<file path="src/rtl/wb_pipe_reg_if.sv">
// rtl/wb_pipe_reg_if.sv - MEM/WB pipeline register bus (WB_MUX_EN adds wb_data_o)
interface wb_pipe_reg_if #(
    parameter int DATA_W = 32,
    parameter int ADDR_W = 5
) ();
    logic              en_i;
    logic              flush_i;
    logic              valid_i;
    logic [1:0]        WB_i;
    logic [DATA_W-1:0] ReadData_i;
    logic [DATA_W-1:0] ALU_i;
    logic [ADDR_W-1:0] rd_i;
    logic [ADDR_W-1:0] fwd_addr_i;
    logic              valid_o;
    logic              RegWrite_o;
    logic              MemtoReg_o;
    logic [DATA_W-1:0] rdata_o;
    logic [DATA_W-1:0] alu_o;
    logic [ADDR_W-1:0] rd_o;
    logic              fwd_hit_o;
    logic [DATA_W-1:0] fwd_data_o;
`ifdef WB_MUX_EN
    logic [DATA_W-1:0] wb_data_o;
`endif

    modport master (
        output en_i, flush_i, valid_i, WB_i, ReadData_i, ALU_i, rd_i, fwd_addr_i,
`ifdef WB_MUX_EN
        input  wb_data_o,
`endif
        input  valid_o, RegWrite_o, MemtoReg_o, rdata_o, alu_o, rd_o,
               fwd_hit_o, fwd_data_o
    );

    modport slave (
        input  en_i, flush_i, valid_i, WB_i, ReadData_i, ALU_i, rd_i, fwd_addr_i,
`ifdef WB_MUX_EN
        output wb_data_o,
`endif
        output valid_o, RegWrite_o, MemtoReg_o, rdata_o, alu_o, rd_o,
               fwd_hit_o, fwd_data_o
    );
endinterface

</file>
<file path="src/rtl/wb_pipe_reg.sv">
// rtl/wb_pipe_reg.sv - DEPTH-stage MEM/WB pipeline register with forwarding lookup (WB_MUX_EN adds wb_data_o)
module wb_pipe_reg #(
    parameter int DATA_W = 32,
    parameter int ADDR_W = 5,
    parameter int DEPTH  = 1
) (
    input  logic         clk_i,
    input  logic         rst_i,
    wb_pipe_reg_if.slave bus
);

    generate
        if (DEPTH < 1 || DEPTH > 4) begin : g_depth_check
            $error("wb_pipe_reg: DEPTH must be in 1..4");
        end
    endgenerate

    // Index 0 is the youngest stage, DEPTH-1 drives the outputs.
    logic [DEPTH-1:0]             v_q;
    logic [DEPTH-1:0][1:0]        wb_q;
    logic [DEPTH-1:0][DATA_W-1:0] rdata_q;
    logic [DEPTH-1:0][DATA_W-1:0] alu_q;
    logic [DEPTH-1:0][ADDR_W-1:0] rd_q;

    logic              fwd_hit;
    logic [DATA_W-1:0] fwd_data;

    // Stage registers: flush kills valids only, enable shifts everything including bubbles.
    always_ff @(posedge clk_i or negedge rst_i) begin
        if (!rst_i) begin
            v_q     <= '0;
            wb_q    <= '0;
            rdata_q <= '0;
            alu_q   <= '0;
            rd_q    <= '0;
        end else if (bus.flush_i) begin
            v_q <= '0;
        end else if (bus.en_i) begin
            v_q[0]     <= bus.valid_i;
            wb_q[0]    <= bus.WB_i;
            rdata_q[0] <= bus.ReadData_i;
            alu_q[0]   <= bus.ALU_i;
            rd_q[0]    <= bus.rd_i;
            for (int k = 1; k < DEPTH; k++) begin
                v_q[k]     <= v_q[k-1];
                wb_q[k]    <= wb_q[k-1];
                rdata_q[k] <= rdata_q[k-1];
                alu_q[k]   <= alu_q[k-1];
                rd_q[k]    <= rd_q[k-1];
            end
        end
    end

    // Forwarding lookup: scan oldest to youngest so the youngest match overwrites.
    always_comb begin
        fwd_hit  = 1'b0;
        fwd_data = '0;
        for (int k = DEPTH - 1; k >= 0; k--) begin
            if (v_q[k] && wb_q[k][0] && (rd_q[k] == bus.fwd_addr_i) &&
                (bus.fwd_addr_i != '0)) begin
                fwd_hit  = 1'b1;
                fwd_data = wb_q[k][1] ? rdata_q[k] : alu_q[k];
            end
        end
    end

    assign bus.valid_o    = v_q[DEPTH-1];
    assign bus.RegWrite_o = v_q[DEPTH-1] & wb_q[DEPTH-1][0];
    assign bus.MemtoReg_o = wb_q[DEPTH-1][1];
    assign bus.rdata_o    = rdata_q[DEPTH-1];
    assign bus.alu_o      = alu_q[DEPTH-1];
    assign bus.rd_o       = rd_q[DEPTH-1];
    assign bus.fwd_hit_o  = fwd_hit;
    assign bus.fwd_data_o = fwd_data;

`ifdef WB_MUX_EN
    assign bus.wb_data_o = wb_q[DEPTH-1][1] ? rdata_q[DEPTH-1] : alu_q[DEPTH-1];
`endif

endmodule
</file>
<file path="src/flat_wrapper.sv">
// flat-port wrapper written by rule: the top's interface ports become plain ports
module wb_pipe_reg_flat 
#(
    parameter int DATA_W = 32,
    parameter int ADDR_W = 5,
    parameter int DEPTH  = 1
)
  (clk_i, rst_i, bus_en_i, bus_flush_i, bus_valid_i, bus_WB_i, bus_ReadData_i, bus_ALU_i, bus_rd_i, bus_fwd_addr_i, bus_valid_o, bus_RegWrite_o, bus_MemtoReg_o, bus_rdata_o, bus_alu_o, bus_rd_o, bus_fwd_hit_o, bus_fwd_data_o);
  wb_pipe_reg_if #(.DATA_W(DATA_W), .ADDR_W(ADDR_W)) bus_i ();
  input  logic clk_i;
  input  logic rst_i;
  input wire logic [$bits(bus_i.en_i)-1:0] bus_en_i;
  input wire logic [$bits(bus_i.flush_i)-1:0] bus_flush_i;
  input wire logic [$bits(bus_i.valid_i)-1:0] bus_valid_i;
  input wire logic [$bits(bus_i.WB_i)-1:0] bus_WB_i;
  input wire logic [$bits(bus_i.ReadData_i)-1:0] bus_ReadData_i;
  input wire logic [$bits(bus_i.ALU_i)-1:0] bus_ALU_i;
  input wire logic [$bits(bus_i.rd_i)-1:0] bus_rd_i;
  input wire logic [$bits(bus_i.fwd_addr_i)-1:0] bus_fwd_addr_i;
  output wire logic [$bits(bus_i.valid_o)-1:0] bus_valid_o;
  output wire logic [$bits(bus_i.RegWrite_o)-1:0] bus_RegWrite_o;
  output wire logic [$bits(bus_i.MemtoReg_o)-1:0] bus_MemtoReg_o;
  output wire logic [$bits(bus_i.rdata_o)-1:0] bus_rdata_o;
  output wire logic [$bits(bus_i.alu_o)-1:0] bus_alu_o;
  output wire logic [$bits(bus_i.rd_o)-1:0] bus_rd_o;
  output wire logic [$bits(bus_i.fwd_hit_o)-1:0] bus_fwd_hit_o;
  output wire logic [$bits(bus_i.fwd_data_o)-1:0] bus_fwd_data_o;
  assign bus_i.en_i = bus_en_i;
  assign bus_i.flush_i = bus_flush_i;
  assign bus_i.valid_i = bus_valid_i;
  assign bus_i.WB_i = bus_WB_i;
  assign bus_i.ReadData_i = bus_ReadData_i;
  assign bus_i.ALU_i = bus_ALU_i;
  assign bus_i.rd_i = bus_rd_i;
  assign bus_i.fwd_addr_i = bus_fwd_addr_i;
  assign bus_valid_o = bus_i.valid_o;
  assign bus_RegWrite_o = bus_i.RegWrite_o;
  assign bus_MemtoReg_o = bus_i.MemtoReg_o;
  assign bus_rdata_o = bus_i.rdata_o;
  assign bus_alu_o = bus_i.alu_o;
  assign bus_rd_o = bus_i.rd_o;
  assign bus_fwd_hit_o = bus_i.fwd_hit_o;
  assign bus_fwd_data_o = bus_i.fwd_data_o;
  wb_pipe_reg #(.DATA_W(DATA_W), .ADDR_W(ADDR_W), .DEPTH(DEPTH)) u_core (.clk_i(clk_i), .rst_i(rst_i), .bus(bus_i));
endmodule
</file>
<file path="config.mk">
export PLATFORM = sky130hd
export DESIGN_NAME = wb_pipe_reg_flat
export DESIGN_NICKNAME = d
export VERILOG_FILES = /design/src/rtl/wb_pipe_reg_if.sv /design/src/rtl/wb_pipe_reg.sv /design/src/flat_wrapper.sv
export SDC_FILE = /design/constraint.sdc
export NUM_CORES = 1
export LEC_CHECK = 0
export CAP_MARGIN = 20
export CORE_MARGIN = 2
export CORE_UTILIZATION = 36
export CTS_BUF_LIST = sky130_fd_sc_hd__clkbuf_8
export DETAILED_ROUTE_END_ITERATION = 8
export PLACE_DENSITY = 0.75
export SLEW_MARGIN = 10
export SYNTH_ARGS = -nofsm -noshare
export SYNTH_HDL_FRONTEND = slang
export SYNTH_SLANG_ARGS = --single-unit
</file>
<file path="constraint.sdc">
create_clock -name clk_i -period 1.1 [get_ports clk_i]
set_input_delay 0.11 -clock clk_i [delete_from_list [all_inputs] [get_ports clk_i]]
set_output_delay 0.11 -clock clk_i [all_outputs]
set_load 0.005 [all_outputs]
</file>
==> flow_summary.toml, run 1 <==
[run_status]
outcome = "finished, violations left"
failed_checks = "negative setup slack"

[clocking]
cts_made_buffers = 9
clock_latency_ns = 0.33
clockBufferDepth = 2
cts_tree = "built"
clock-sinks = 72
clock-root-buffer = "clkbuf_8"
htreeDepth = 3
clk_pin_slew_worst_paths_ns = 0.08

[placement]
routabilityCongestion = 0.777
io_buffers = 185
hpwl_mm = 8.04
place_worst_setup_slack_ns = -1.14

[worst_hold_path]
min_from = "bus_flush_i"
min_path_cells = 2
min_path_type = "in -> reg"
hold_end = "u_core.bus.valid_o$_DFFE_PN0P_"

[critical_path]
crit_path_end_kind = "output port"
critPathKind = "reg -> out"
r2r_cells = 4
startpoint_type = "flip-flop"
required_ns = 0.99
r2r-start = "u_core.bus.rd_o[3]$_DFFE_PN0P_"
rr_endpoint = "u_core.bus.rd_o[3]$_DFFE_PN0P_"
crit_path_max_fanout = 11
cp.arrival_ns = 1.82
ff2ff_setup_slack_ns = -0.04

[drt]
drtPass1Iterations = 4
drt_iter0_drc = 59
drc = 0
vias = 3295
wirelength_mm = 13.3
wl_per_cell_um = 20.0
via_per_inst = 4.95
ant_nets = 0

[logic_synthesis]
syn_nets = 324
netlist_area_sq_mm = 0.00336
synth_area_leaders = "dfrtp_1 (54%), mux2_2 (24%), mux2i_1 (9.8%)"
yosysSeqAreaShare_pct = 53.6
synth_top_cell_by_area = "dfrtp_1"
syn_inst = 243
synth_ff_type = "dfrtp_1"
synth.avg_cell_area_sq_um = 13.8
ys_warn_count = 0
yosysMostFrequentCell = "dfrtp_1"
synth_cell_types = 18
ys_ff_latch = 72
synth_edf_count = 0
synth-async-reset-ratio_pct = 100
synth_top_area_share_pct = 53.6
synth_common_cells = "dfrtp_1 (72), mux2_2 (71), mux2i_1 (33)"

[sta]
min_period_ns = 1.93
rsz0062_at_grt = "yes"
finalMaxSlewViolations = 0
period_share_pct = 176
skew_ns = 0
worst_pin_slew_ns = 0.373
hold_viol_final = 0
fmax_mhz = 517
setup_slack_ns = -0.833
setup_viol_count_final = 40
max_slew_margin_pct = 75.2

[cells_and_area]
multi_input_area_sq_mm = 0.00194
n_antenna_cell = 0
area.growth.synth_to_final_pct = 121
area.sequential_sq_mm = 0.00180
layout-drive-gt1-share_pct = 66.5
nets = 631
fillers = 519

[grt]
grt_max_degree = 36
grt_pass1_wl_mm = 19.4
grt_pass1_vias = 3637
grt_overflow_total = 0
antenna_found_initial = 0
grt.total_usage_pct = 25.2

[power_and_ir_drop]
p_total_uw = 10100
max-vdd-ir-drop_mv = 0.993
p_int_uw = 7140
seqPwrFrac_pct = 33.0
swShare_pct = 29.5
net-switching-power_uw = 2990
pwr-share-comb_pct = 43.7
clkPwrFrac_pct = 23.3
p_per_area_mw_per_mm2 = 1360
p_leak_uw = 0.00340

[floorplanning]
die_area_sq_mm = 0.0101
rows = 35
boundaryPins = 186
fp.coreArea_sq_mm = 0.00915
start_util_pct = 36.8
die_height_um = 101
chipWidth_um = 101

[flow_run]
maxCapViolCount = 0
area by class of cell:
class,count,area share (%)
clock buffers,10,1.85
clock inverters,6,1.13
multi-input cells,150,26.1
well taps,111,1.87
flip-flops and latches,72,24.2
repair buffers,317,44.9
logic make-up (layout without fill, tap and decap cells):
logic type	Yosys count	in the layout	synth area share [%]
mux	104	104	33.6
flops	72	72	53.6
simple gates	41	41	7.81
buf+inv	21	333	3.53
xor+xnor	4	4	1.04
compound gates	1	1	0.484
worst max-delay path by stage:
stage / slack [ns] / start / depth (start not counted) / end
2_1_floorplan: -0.15 / u_core.bus.rd_o[0]$_DFFE_PN0P_ / 4 / bus_fwd_data_o[22]
3_3_place_gp: -1.11 / bus_fwd_addr_i[1] / 7 / bus_fwd_data_o[1]
3_5_place_dp: -1.14 / bus_fwd_addr_i[1] / 7 / bus_fwd_data_o[1]
4_1_cts: -0.79 / u_core.bus.rd_o[0]$_DFFE_PN0P_ / 5 / bus_fwd_data_o[1]
5_1_grt: -0.93 / u_core.bus.rd_o[3]$_DFFE_PN0P_ / 6 / bus_fwd_data_o[23]
6_report: -0.83 / u_core.bus.rd_o[3]$_DFFE_PN0P_ / 6 / bus_fwd_data_o[19]
state kept, by name, summed over array words and instances (netlist names):
signal,cells
u_core.wb_q,2
u_core.bus.valid_o,1
u_core.bus.rdata_o,32
u_core.bus.alu_o,32
u_core.bus.rd_o,5
timing repair:
item	4_1_cts	5_1_grt
hold endpoints to repair	28	0
setup buffers	43	33
hold buffers	1	0
gates resized for setup	490	119
endpoints found under the setup margin	176	104
pin swaps	17	4
gates cloned	8	0
through the flow:
| stage | area, sq um | hold slack, ns | utilization (%) | setup TNS (ns) | std cells |
|---|---|---|---|---|---|
| 2_1_floorplan | 3590 | -0.186 | - | -4.30 | 243 |
| 3_3_place_gp | 6220 | 0.0411 | 68.0 | -65.07 | 606 |
| 3_5_place_dp | 6220 | 0.0431 | 68.0 | -66.55 | 606 |
| 4_1_cts | 6830 | 0.148 | 74.7 | -25.36 | 662 |
| 5_1_grt | 7440 | 0.158 | 81.3 | -30.12 | 666 |
| 6_report | 7440 | 0.168 | 81.3 | -25.66 | 666 |
power by group through the flow:
| stage | Sequential (uW) | Clock, uW | Combinational [uW] |
|---|---|---|---|
| floorplan | 3380 | 0 | 1060 |
| global placement | 3280 | 0 | 3120 |
| detailed placement | 3310 | 0 | 3170 |
| CTS | 3260 | 2380 | 3760 |
| global route | 3380 | 2520 | 4670 |
| finish | 3340 | 2360 | 4420 |
per-layer routing:
layer  track usage, %  routed length, um  vias to the layer above
li1                 -                  -                     1528
met1             29.4               5230                     1640
met2             46.3               7270                      114
met3             5.41                685                       13
met4             6.95                157                        0
met5                0                  0                        -
critical path, cell delays in order (launching register included):
cell	delay, ns
dfrtp_1	0.43
xnor2_2	0.22
nand3_4	0.12
buf_6	0.15
buf_12	0.16
nor4_4	0.22
buf_2	0.17
layout by cell type (no fill, tap or decap), drive strengths merged:
cell and n:
bufbuf 3, nor2 2, buf 233, nor4 32, clkdlybuf4s50 73, bufinv 2, mux2 71, clkbuf 11
dlygate4sd3 1, inv 1, a21oi 1, or4 1, nor3 1, and2 2, nor2b 1, xnor2 4
clkinv 1, mux2i 33, dlygate4sd2 6, nand3 1, clkinvlp 2, dfrtp 72, nand2 1
Note: power is estimated with default switching activity, not from simulation.
==> run 2: changes to the inputs <==
Settings changed: CORE_UTILIZATION 36 to 35, CTS_BUF_LIST sky130_fd_sc_hd__clkbuf_8 to sky130_fd_sc_hd__clkbuf_16, PLACE_DENSITY 0.75 to 0.73.
==> run 2 against run 1 <==
Effect of this change:
- the flow still finishes with violations (negative setup slack)
- design area is 3.8% lower
- final cell count rose by 1.4%
- first-iteration DRC count rose by 8.5%
- sequential cell count unchanged
- register-to-register slack improved by 0.10 ns
- utilization down 4.2 points
- global-route usage down 1.8 points
- sequential power hardly changed
- sequential share of layout area rose by 0.95 points
- clock-buffer cell count shrank 1
- die area rose by 2.7%
- via count shrank 1.8%
- critical path type unchanged
==> flow_summary.toml, run 2 (same netlist as run 1, synthesis figures left out) <==
[run_status]
outcome = "finished, violations left"
failed_checks = "negative setup slack"

[drt]
drc = 0
wl_per_cell_um = 18.4
ant_nets = 0
wirelength_mm = 12.4
drtPass1Iterations = 4
vias = 3235
drt_iter0_drc = 64
via_per_inst = 4.79

[cells_and_area]
n_antenna_cell = 0
area.growth.synth_to_final_pct = 113
final_common_cell = "buf_2"
final_cell_mix = "buf_2 (76), clkdlybuf4s50_1 (73), mux2_2 (71), dfrtp_1 (71), buf_6 (63)"
final_cells = 675
nets = 622
layout-drive-gt1-share_pct = 64.8

[clocking]
clk_pin_slew_worst_paths_ns = 0.05
clock-root-buffer = "clkbuf_16"
clockBufferDepth = 2
htreeDepth = 3
cts_made_buffers = 9
clock-sinks = 72
clock_latency_ns = 0.31
cts_tree = "built"

[placement]
place_worst_setup_slack_ns = -1.10
io_buffers = 185
hpwl_mm = 7.68
dp_cells = 621
routabilityCongestion = 0.763

[critical_path]
critPathSlowestCell = "dfrtp_1"
startpoint_type = "flip-flop"
cp.arrival_ns = 1.84
crit_path_end_kind = "output port"
path_cells = "xnor2_2 -> nand3_4 -> buf_12 -> buf_16 -> buf_6 -> nor4_4 -> buf_2"
crit_path_max_fanout = 5
critPathKind = "reg -> out"
required_ns = 0.99
max_stage_delay_ns = 0.41

[floorplanning]
chipWidth_um = 102
die_height_um = 102
rows = 35
fp.coreArea_sq_mm = 0.00928
die_area_sq_mm = 0.0104
start_util_pct = 36.2
boundaryPins = 186

[sta]
tns_ns = -25.52
setup_viol_count_final = 35
period_share_pct = 177
worst_pin_slew_ns = 0.339
max_slew_margin_pct = 76.7
hold_viol_final = 0
rsz0062_at_grt = "yes"
finalMaxSlewViolations = 0
fmax_mhz = 512
min_period_ns = 1.95
skew_ns = 0
setup_slack_ns = -0.852

[power_and_ir_drop]
pwr-share-comb_pct = 39.7
max-vdd-ir-drop_mv = 1.03
p_per_area_mw_per_mm2 = 1410
swShare_pct = 28.4
net-switching-power_uw = 2860
p_int_uw = 7210
clkPwrFrac_pct = 27.4
p_leak_uw = 0.00329
seqPwrFrac_pct = 32.9

[grt]
grt.total_usage_pct = 23.3
grt_pass1_vias = 3424
grt_overflow_total = 0
grt_max_degree = 39
grt_pass1_wl_mm = 18.4
antenna_found_initial = 0

[flow_run]
maxCapViolCount = 0

[worst_hold_path]
min_path_type = "in -> reg"
run 2: changes by cell type in the layout (fill, tap and decap cells not counted), sizes merged:
cell / before / now
clkinvlp: 2 / 0
clkbuf: 11 / 10
inv: 1 / 2
clkinv: 1 / 4
buf: 233 / 221
dlygate4sd2: 6 / 5
bufbuf: 3 / 4
clkdlybuf4s15: 0 / 3
bufinv: 2 / 1
run 2: what timing repair did:
| item | CTS | global route |
|---|---|---|
| pin swaps | 13 | 8 |
| endpoints found under the hold margin | 20 | 0 |
| gates cloned | 10 | 1 |
| buffers inserted | 31 | 15 |
| endpoints found under the setup margin | 176 | 105 |
| hold buffers | 1 | 0 |
| resized for setup | 474 | 59 |
run 2: layout make-up:
type                            count  area (sq um)
Clock buffer                        9           225
Clock inverter                      7          55.1
Fill cell                         620          2130
Multi-Input combinational cell    150          1910
Sequential cell                    72          1800
Tap cell                          129           161
Timing Repair Buffer              308          3000
run 2: worst max-delay path: cells and delay by family, from the launching register on:
kind	cells	cell delay, ns
DFF	1	0.41
xor gates and xnor gates	1	0.22
and+or+nand+nor	2	0.30
buffers and inverters	4	0.59
run 2: per-stage QoR:
stage | total power (uW) | cell area [sq um] | utilization [%] | hold slack (ns)
2_1_floorplan | 4440 | 3590 | - | -0.186
3_3_place_gp | 6390 | 6210 | 66.9 | 0.0213
3_5_place_dp | 6450 | 6210 | 66.9 | 0.0232
4_1_cts | 9810 | 6860 | 73.9 | 0.160
5_1_grt | 10600 | 7160 | 77.1 | 0.164
6_report | 10100 | 7160 | 77.1 | 0.168
run 2: power groups by stage:
| stage | logic [uW] | registers, uW | clock network, uW |
|---|---|---|---|
| 2_1_floorplan | 1060 | 3380 | 0 |
| 3_3_place_gp | 3100 | 3290 | 0 |
| 3_5_place_dp | 3140 | 3310 | 0 |
| 4_1_cts | 3720 | 3280 | 2810 |
| 5_1_grt | 4240 | 3360 | 2970 |
| 6_report | 3990 | 3310 | 2760 |
run 2: layer usage:
layer	routed length, um	GRT usage (%)
met1	5070	29.0
met2	6400	40.1
met3	747	5.47
met4	182	7.90
met5	0	0
run 2: final timing paths:
| check | slack, ns | cells after the start | to | from |
|---|---|---|---|---|
| max in group asynchronous | 0.32 | 3 | u_core.wb_q[1]$_DFFE_PN0P_ | rst_i |
| setup reg to reg | 0.06 | 2 | u_core.wb_q[1]$_DFFE_PN0P_ | u_core.wb_q[1]$_DFFE_PN0P_ |
| setup / recovery | -0.85 | 7 | bus_fwd_data_o[13] | u_core.bus.rd_o[3]$_DFFE_PN0P_ |
| min in group asynchronous | 0.25 | 2 | u_core.bus.alu_o[16]$_DFFE_PN0P_ | rst_i |
| hold / removal | 0.17 | 2 | u_core.bus.valid_o$_DFFE_PN0P_ | bus_flush_i |
| hold reg to reg | 0.51 | 1 | u_core.wb_q[0]$_DFFE_PN0P_ | u_core.wb_q[0]$_DFFE_PN0P_ |
